<file path="config.mk">
export PLATFORM = sky130hd
export DESIGN_NAME = game_flow_controller
export DESIGN_NICKNAME = d
export VERILOG_FILES = /design/src/rtl/game_flow_controller.sv
export SDC_FILE = /design/constraint.sdc
export NUM_CORES = 2
export LEC_CHECK = 0
export BUFFER_PORTS_ARGS = -buffer_cell sky130_fd_sc_hd__clkbuf_2
export CAP_MARGIN = 30
export CORE_MARGIN = 5
export CORE_UTILIZATION = 35
export DETAILED_ROUTE_END_ITERATION = 8
export SLEW_MARGIN = 30
export SYNTH_ARGS = -nofsm -noshare
export SYNTH_HDL_FRONTEND = slang
export SYNTH_SLANG_ARGS = --single-unit
</file>
<file path="constraint.sdc">
create_clock -name clk -period 6 [get_ports clk]
set_input_delay 0.3 -clock clk [delete_from_list [all_inputs] [get_ports clk]]
set_output_delay 0.3 -clock clk [all_outputs]
set_load 0.005 [all_outputs]
</file>
<file path="src/rtl/game_flow_controller.sv">
// Game flow controller: owns the live board state, stage sequencing, win detection
// and a circular multi-level undo history between the move engine and the level ROM.
module game_flow_controller #(
    parameter int CELLS      = 64,
    parameter int POS_W      = 6,
    parameter int UNDO_DEPTH = 8,
    parameter int STAGES     = 4,
    parameter int STAGE_W    = 2,
    parameter int WIN_HOLD   = 4
) (
    input  logic                              clk,
    input  logic                              rst_n,
    input  logic [2*CELLS+POS_W-1:0]          init_state,
    input  logic [CELLS-1:0]                  destination,
    input  logic [2*CELLS+POS_W-1:0]          next_state,
    input  logic                              move_valid,
    input  logic                              retry,
    input  logic                              retract,
    output logic [2*CELLS+POS_W-1:0]          state_out,
    output logic                              state_en,
    output logic [1:0]                        sel,
    output logic [STAGE_W-1:0]                stage,
    output logic                              stage_up,
    output logic                              win,
    output logic [$clog2(UNDO_DEPTH+1)-1:0]   undo_count,
    output logic                              all_done
);

    localparam int SW     = 2*CELLS + POS_W;
    localparam int CNT_W  = $clog2(UNDO_DEPTH+1);
    localparam int PTR_W  = (UNDO_DEPTH > 1) ? $clog2(UNDO_DEPTH) : 1;
    localparam int HOLD_W = (WIN_HOLD > 1) ? $clog2(WIN_HOLD) : 1;

    typedef enum logic [1:0] {LOAD = 2'd0, PLAY = 2'd1, WIN = 2'd2, DONE = 2'd3} fsm_t;

    fsm_t                fsm_r, fsm_s;
    logic [SW-1:0]       state_r, state_s;
    logic [1:0]          sel_r, sel_s;
    logic [STAGE_W-1:0]  stage_r, stage_s;
    logic [CNT_W-1:0]    cnt_r, cnt_s;
    logic [PTR_W-1:0]    ptr_r, ptr_s, ptr_inc_s, ptr_dec_s;
    logic [HOLD_W-1:0]   hold_r, hold_s;
    logic                state_en_r, state_en_s;
    logic                stage_up_r, stage_up_s;
    logic                win_r, win_s;
    logic                all_done_r, all_done_s;
    logic                push_s;
    logic                win_cond_s;
    logic [CELLS-1:0]    box_s;
    logic [SW-1:0]       hist_r [UNDO_DEPTH];

    // Circular pointer neighbours and win detection on the registered board
    always_comb begin
        ptr_inc_s  = (ptr_r == PTR_W'(UNDO_DEPTH-1)) ? {PTR_W{1'b0}} : ptr_r + PTR_W'(1);
        ptr_dec_s  = (ptr_r == {PTR_W{1'b0}}) ? PTR_W'(UNDO_DEPTH-1) : ptr_r - PTR_W'(1);
        box_s      = state_r[POS_W +: CELLS];
        win_cond_s = ((box_s & destination) == destination) && (destination != {CELLS{1'b0}});
    end

    // Next-state and next-output logic of the stage sequencer
    always_comb begin
        fsm_s      = fsm_r;
        state_s    = state_r;
        sel_s      = sel_r;
        stage_s    = stage_r;
        cnt_s      = cnt_r;
        ptr_s      = ptr_r;
        hold_s     = hold_r;
        win_s      = win_r;
        all_done_s = all_done_r;
        state_en_s = 1'b0;
        stage_up_s = 1'b0;
        push_s     = 1'b0;
        case (fsm_r)
            LOAD: begin
                state_s    = init_state;
                sel_s      = 2'd0;
                cnt_s      = {CNT_W{1'b0}};
                win_s      = 1'b0;
                state_en_s = 1'b1;
                fsm_s      = PLAY;
            end
            PLAY: begin
                // A solved board takes precedence over any player input
                if (win_cond_s) begin
                    fsm_s  = WIN;
                    win_s  = 1'b1;
                    hold_s = {HOLD_W{1'b0}};
                end else if (retry) begin
                    fsm_s = LOAD;
                end else if (retract) begin
                    if (cnt_r != {CNT_W{1'b0}}) begin
                        state_s    = hist_r[ptr_dec_s];
                        ptr_s      = ptr_dec_s;
                        cnt_s      = cnt_r - CNT_W'(1);
                        sel_s      = 2'd2;
                        state_en_s = 1'b1;
                    end else begin
                        fsm_s = PLAY;
                    end
                end else if (move_valid) begin
                    push_s     = 1'b1;
                    state_s    = next_state;
                    ptr_s      = ptr_inc_s;
                    cnt_s      = (cnt_r == CNT_W'(UNDO_DEPTH)) ? cnt_r : cnt_r + CNT_W'(1);
                    sel_s      = 2'd1;
                    state_en_s = 1'b1;
                end else begin
                    fsm_s = PLAY;
                end
            end
            WIN: begin
                if (hold_r == HOLD_W'(WIN_HOLD-1)) begin
                    if (stage_r < STAGE_W'(STAGES-1)) begin
                        stage_up_s = 1'b1;
                        stage_s    = stage_r + STAGE_W'(1);
                        fsm_s      = LOAD;
                    end else begin
                        all_done_s = 1'b1;
                        fsm_s      = DONE;
                    end
                end else begin
                    hold_s = hold_r + HOLD_W'(1);
                end
            end
            DONE: begin
                if (retry) begin
                    stage_s    = {STAGE_W{1'b0}};
                    win_s      = 1'b0;
                    all_done_s = 1'b0;
                    fsm_s      = LOAD;
                end else begin
                    fsm_s = DONE;
                end
            end
            default: begin
                fsm_s = LOAD;
            end
        endcase
    end

    // Sequencer and output registers
    always_ff @(posedge clk or negedge rst_n) begin
        if (!rst_n) begin
            fsm_r      <= LOAD;
            state_r    <= {SW{1'b0}};
            sel_r      <= 2'd0;
            stage_r    <= {STAGE_W{1'b0}};
            cnt_r      <= {CNT_W{1'b0}};
            ptr_r      <= {PTR_W{1'b0}};
            hold_r     <= {HOLD_W{1'b0}};
            state_en_r <= 1'b0;
            stage_up_r <= 1'b0;
            win_r      <= 1'b0;
            all_done_r <= 1'b0;
        end else begin
            fsm_r      <= fsm_s;
            state_r    <= state_s;
            sel_r      <= sel_s;
            stage_r    <= stage_s;
            cnt_r      <= cnt_s;
            ptr_r      <= ptr_s;
            hold_r     <= hold_s;
            state_en_r <= state_en_s;
            stage_up_r <= stage_up_s;
            win_r      <= win_s;
            all_done_r <= all_done_s;
        end
    end

    // Undo history: the board being replaced is written at the head slot
    always_ff @(posedge clk or negedge rst_n) begin
        if (!rst_n) begin
            for (int i = 0; i < UNDO_DEPTH; i++) begin
                hist_r[i] <= {SW{1'b0}};
            end
        end else if (push_s) begin
            hist_r[ptr_r] <= state_r;
        end
    end

    assign state_out  = state_r;
    assign state_en   = state_en_r;
    assign sel        = sel_r;
    assign stage      = stage_r;
    assign stage_up   = stage_up_r;
    assign win        = win_r;
    assign undo_count = cnt_r;
    assign all_done   = all_done_r;

endmodule

</file>
==> impl_results.md <==
- Final period utilization: 78.0%
- Port bufs: 482
- Clk buf depth: 3
- RSZ-0062 raised after global routing: false
- Clock root cell: clkbuf_16
- Htree depth: 4
- Yosys Warn Count: 0
- Post-synth cell types: 51
- Worst skew pair latency: 780 ps
- Crit Path Max Fanout: 40
- GRT Overall Usage: 19.5%
- Chip width: 412 µm
- Total CTS buffers: 143
- Final wirelength: 166000 µm
- Final setup viols: 0
- Sequential-to-total area share from yosys stat: 54.3%
- Mux share of post-synthesis cell area: 34.9%
- Largest net degree at the start of global routing: 154
- Lkg Pwr: 32.6 nW
- Max rail drop VDD: 0.000464 V
- DRT Pass-1 Iters: 5
- Initial Utilization: 35.2%
- Hold Crit Class: in2reg
- Most common cell after layout, fill and taps aside: dfrtp_1
- Worst-Margin Slew: 996 ps
- Initial antenna violation count: 23
- Fraction of layout instances using a drive strength above 1: 48.3%
- CP delay by family, top: simple AND/OR/NAND/NOR gates
- Post-synth EDFFs: 0
- Fillers: 14756
- Largest family of logic cells by synthesized area: multiplexers
- Adder-Cell Fraction of Synth Area: 0.279%
- Hold_ws: 69.9 ps
- Setup crit start kind: register
- Most frequent cells in the layout: 1225 x dfrtp_1, 998 x mux2_2, 481 x clkbuf_2
- Core Area: 0.160 mm²
- Grt total ovfl: 0
- FF-to-FF path depth: 10
- Max-Cap Viols: 0
- Critical path buffers and inverters: 3
- Vias: 35504
- Die area: 0.169 mm²
- Clock sinks: 1225
- Synth Area in Simple Gates: 2.48%
- Routed Antenna Nets: 0
- CP peak stage delay: 970 ps
- PwrDens: 522 mW/mm²
- IO Pins: 483
- DP HPWL: 107000 µm
- Mean post-synth cell area: 15.5 µm²
- Post-CTS Setup Bufs: 0
- Synth Net Count: 4001
- Slowest cell on the critical path: dfrtp_1
- Crit. End Element: register
- Async S/R FF share, synth: 100%
- Yosys reg bits: 1225
- Hold buffer count at CTS: 224
- Pins Over Slew Limit: 0
- Fin crit period: 4680 ps
- Crit path required time: 6640 ps
- Crit-path cells: nor2b_1 > a2111oi_0 > nand4_1 > nor4_2 > buf_4 > nand2_1 > buf_4 > a22o_4 > buf_12 > mux2_2
- Clk slew on worst S/H paths: 60 ps
- Drt drc: 0
- Synth Area in XOR/XNOR: 0.0465%
- # nets final: 4650
- Synth Cell Area: 0.0565 mm²
- Gate Count Post-Synth: 3652
- Ys flop type: dfrtp_1
- Iter 0 DRT Violations: 2288
- Vias per inst: 5.40
- Clock skew: 60.6 ps
- Post_cts resized: 0
- Critical path arrival: 5320 ps
- Hold Fails Final Rpt: 0
- Kind of critical path: reg2reg
- Min-Delay Path Depth: 5
- Die Y: 412 µm
- Max_slew headroom: 31.9%
- Synth Area in Compound Gates: 4.76%
- Area grow syn2layout: 21.2%
- Max Fclk: 214 MHz
- CTS tree: yes
- Most frequent CP cell: buf_4
- Pwr Total: 0.0357 W
- Setup TNS: 0 ps
- Status: complete, no violations
- GP Congestion: 1.03
- First-pass GRT wire length: 250000 µm
- Worst path depth: 10
- Wire per inst: 25.2 µm
- Row Count: 147
- Number of global-route vias before repair: 37624
stage by stage:
step	std cells	area, µm²	worst slack (ps)	utilization (%)
2_1_floorplan	3652	56500	3000	-
3_3_place_gp	6089	61300	1150	38.2
3_5_place_dp	6092	61400	1250	38.3
4_1_cts	6567	68400	1330	42.6
5_1_grt	6570	68400	1240	42.6
6_report	6580	68400	1320	42.7
cell usage after synthesis, types with 2 or more instances:
master / instances / share of area [%]
a2111oi_0: 17 / 0.26
a21o_1: 2 / 0.027
a21oi_1: 8 / 0.071
a221o_1: 117 / 2.1
a221oi_1: 17 / 0.26
a22oi_1: 133 / 1.8
a31oi_1: 4 / 0.044
a41oi_1: 2 / 0.031
buf_1: 8 / 0.053
buf_2: 108 / 0.96
buf_4: 26 / 0.35
buf_6: 37 / 0.74
clkbuf_1: 126 / 0.84
clkbuf_2: 8 / 0.071
dfrtp_1: 1225 / 54
ha_1: 11 / 0.24
inv_1: 19 / 0.13
inv_2: 7 / 0.047
mux2_1: 170 / 3.4
mux2_2: 998 / 20
mux2_4: 22 / 0.59
mux2i_1: 21 / 0.37
mux4_2: 268 / 11
nand2_1: 20 / 0.13
nand2b_1: 5 / 0.055
nand3_1: 4 / 0.035
nand4_1: 9 / 0.10
nand4_4: 7 / 0.26
nor2_1: 149 / 0.99
nor2b_1: 52 / 0.58
nor3_1: 5 / 0.044
nor4_1: 16 / 0.18
o211ai_1: 3 / 0.040
o21ai_0: 7 / 0.062
o22ai_1: 2 / 0.022
or4_1: 3 / 0.040
xnor2_1: 2 / 0.031
metal layers:
| layer | vias to the layer above | wire [µm] | global-route usage [%] |
|---|---|---|---|
| li1 | 15189 | - | - |
| met1 | 19105 | 71400 | 26.1 |
| met2 | 944 | 79500 | 31.8 |
| met3 | 254 | 9730 | 3.95 |
| met4 | 12 | 5320 | 6.53 |
| met5 | - | 91 | 0 |
worst min-delay path, cell delays in order:
cell      delay, ps
clkbuf_2        100
a22oi_1          80
nor2_1           90
a221o_1         110
mux2_2          130
flip-flops by register name, indices dropped and copies added, names as in the netlist:
name and cells:
hist_r 1072, state_out 134, undo_count 4, ptr_r 3
fsm_r 2, hold_r 2, sel 2, stage 2
all_done 1, stage_up 1, state_en 1, win 1
final cells by class:
class                           count  area [µm²]  share of cell area (%)
Inverter                           27         114                   0.166
Timing Repair Buffer              817        6100                    8.92
Tap cell                         2160        2700                    3.95
Clock buffer                      206        4160                    6.07
Clock inverter                     45         596                   0.870
Sequential cell                  1225       30700                    44.8
Multi-Input combinational cell   2087       24100                    35.2
Antenna cell                       13        32.5                  0.0475
cell families (layout without fill, tap and decap cells):
logic type	after synthesis	count (layout)
other cells	0	13
xor+xnor	3	3
flops	1225	1225
buf+inv	340	1095
simple gates	275	275
fa+ha+maj	12	12
compound gates	318	318
mux	1479	1479
power breakdown:
group	leakage (nW)	switching, W	internal (W)
Clock	2.32	0.00366	0.00501
Combinational	13.8	0.00560	0.00691
Sequential	16.4	0.00289	0.0117
Total	32.6	0.0121	0.0236
final timing paths:
path                                               to                     start  slack, ps
max in group asynchronous      hist_r[22]$_DFFE_PN0P_                     rst_n       3480
min                         state_out[52]$_DFFE_PN0P_            next_state[52]         70
min in group asynchronous  state_out[113]$_DFFE_PN0P_                     rst_n        580
min reg2reg                  hist_r[1020]$_DFFE_PN0P_  hist_r[1020]$_DFFE_PN0P_        480
max                         state_out[34]$_DFFE_PN0P_  state_out[7]$_DFFE_PN0P_       1320
max reg2reg                 state_out[34]$_DFFE_PN0P_  state_out[7]$_DFFE_PN0P_       1320
Power figures use the tool's default switching activity.
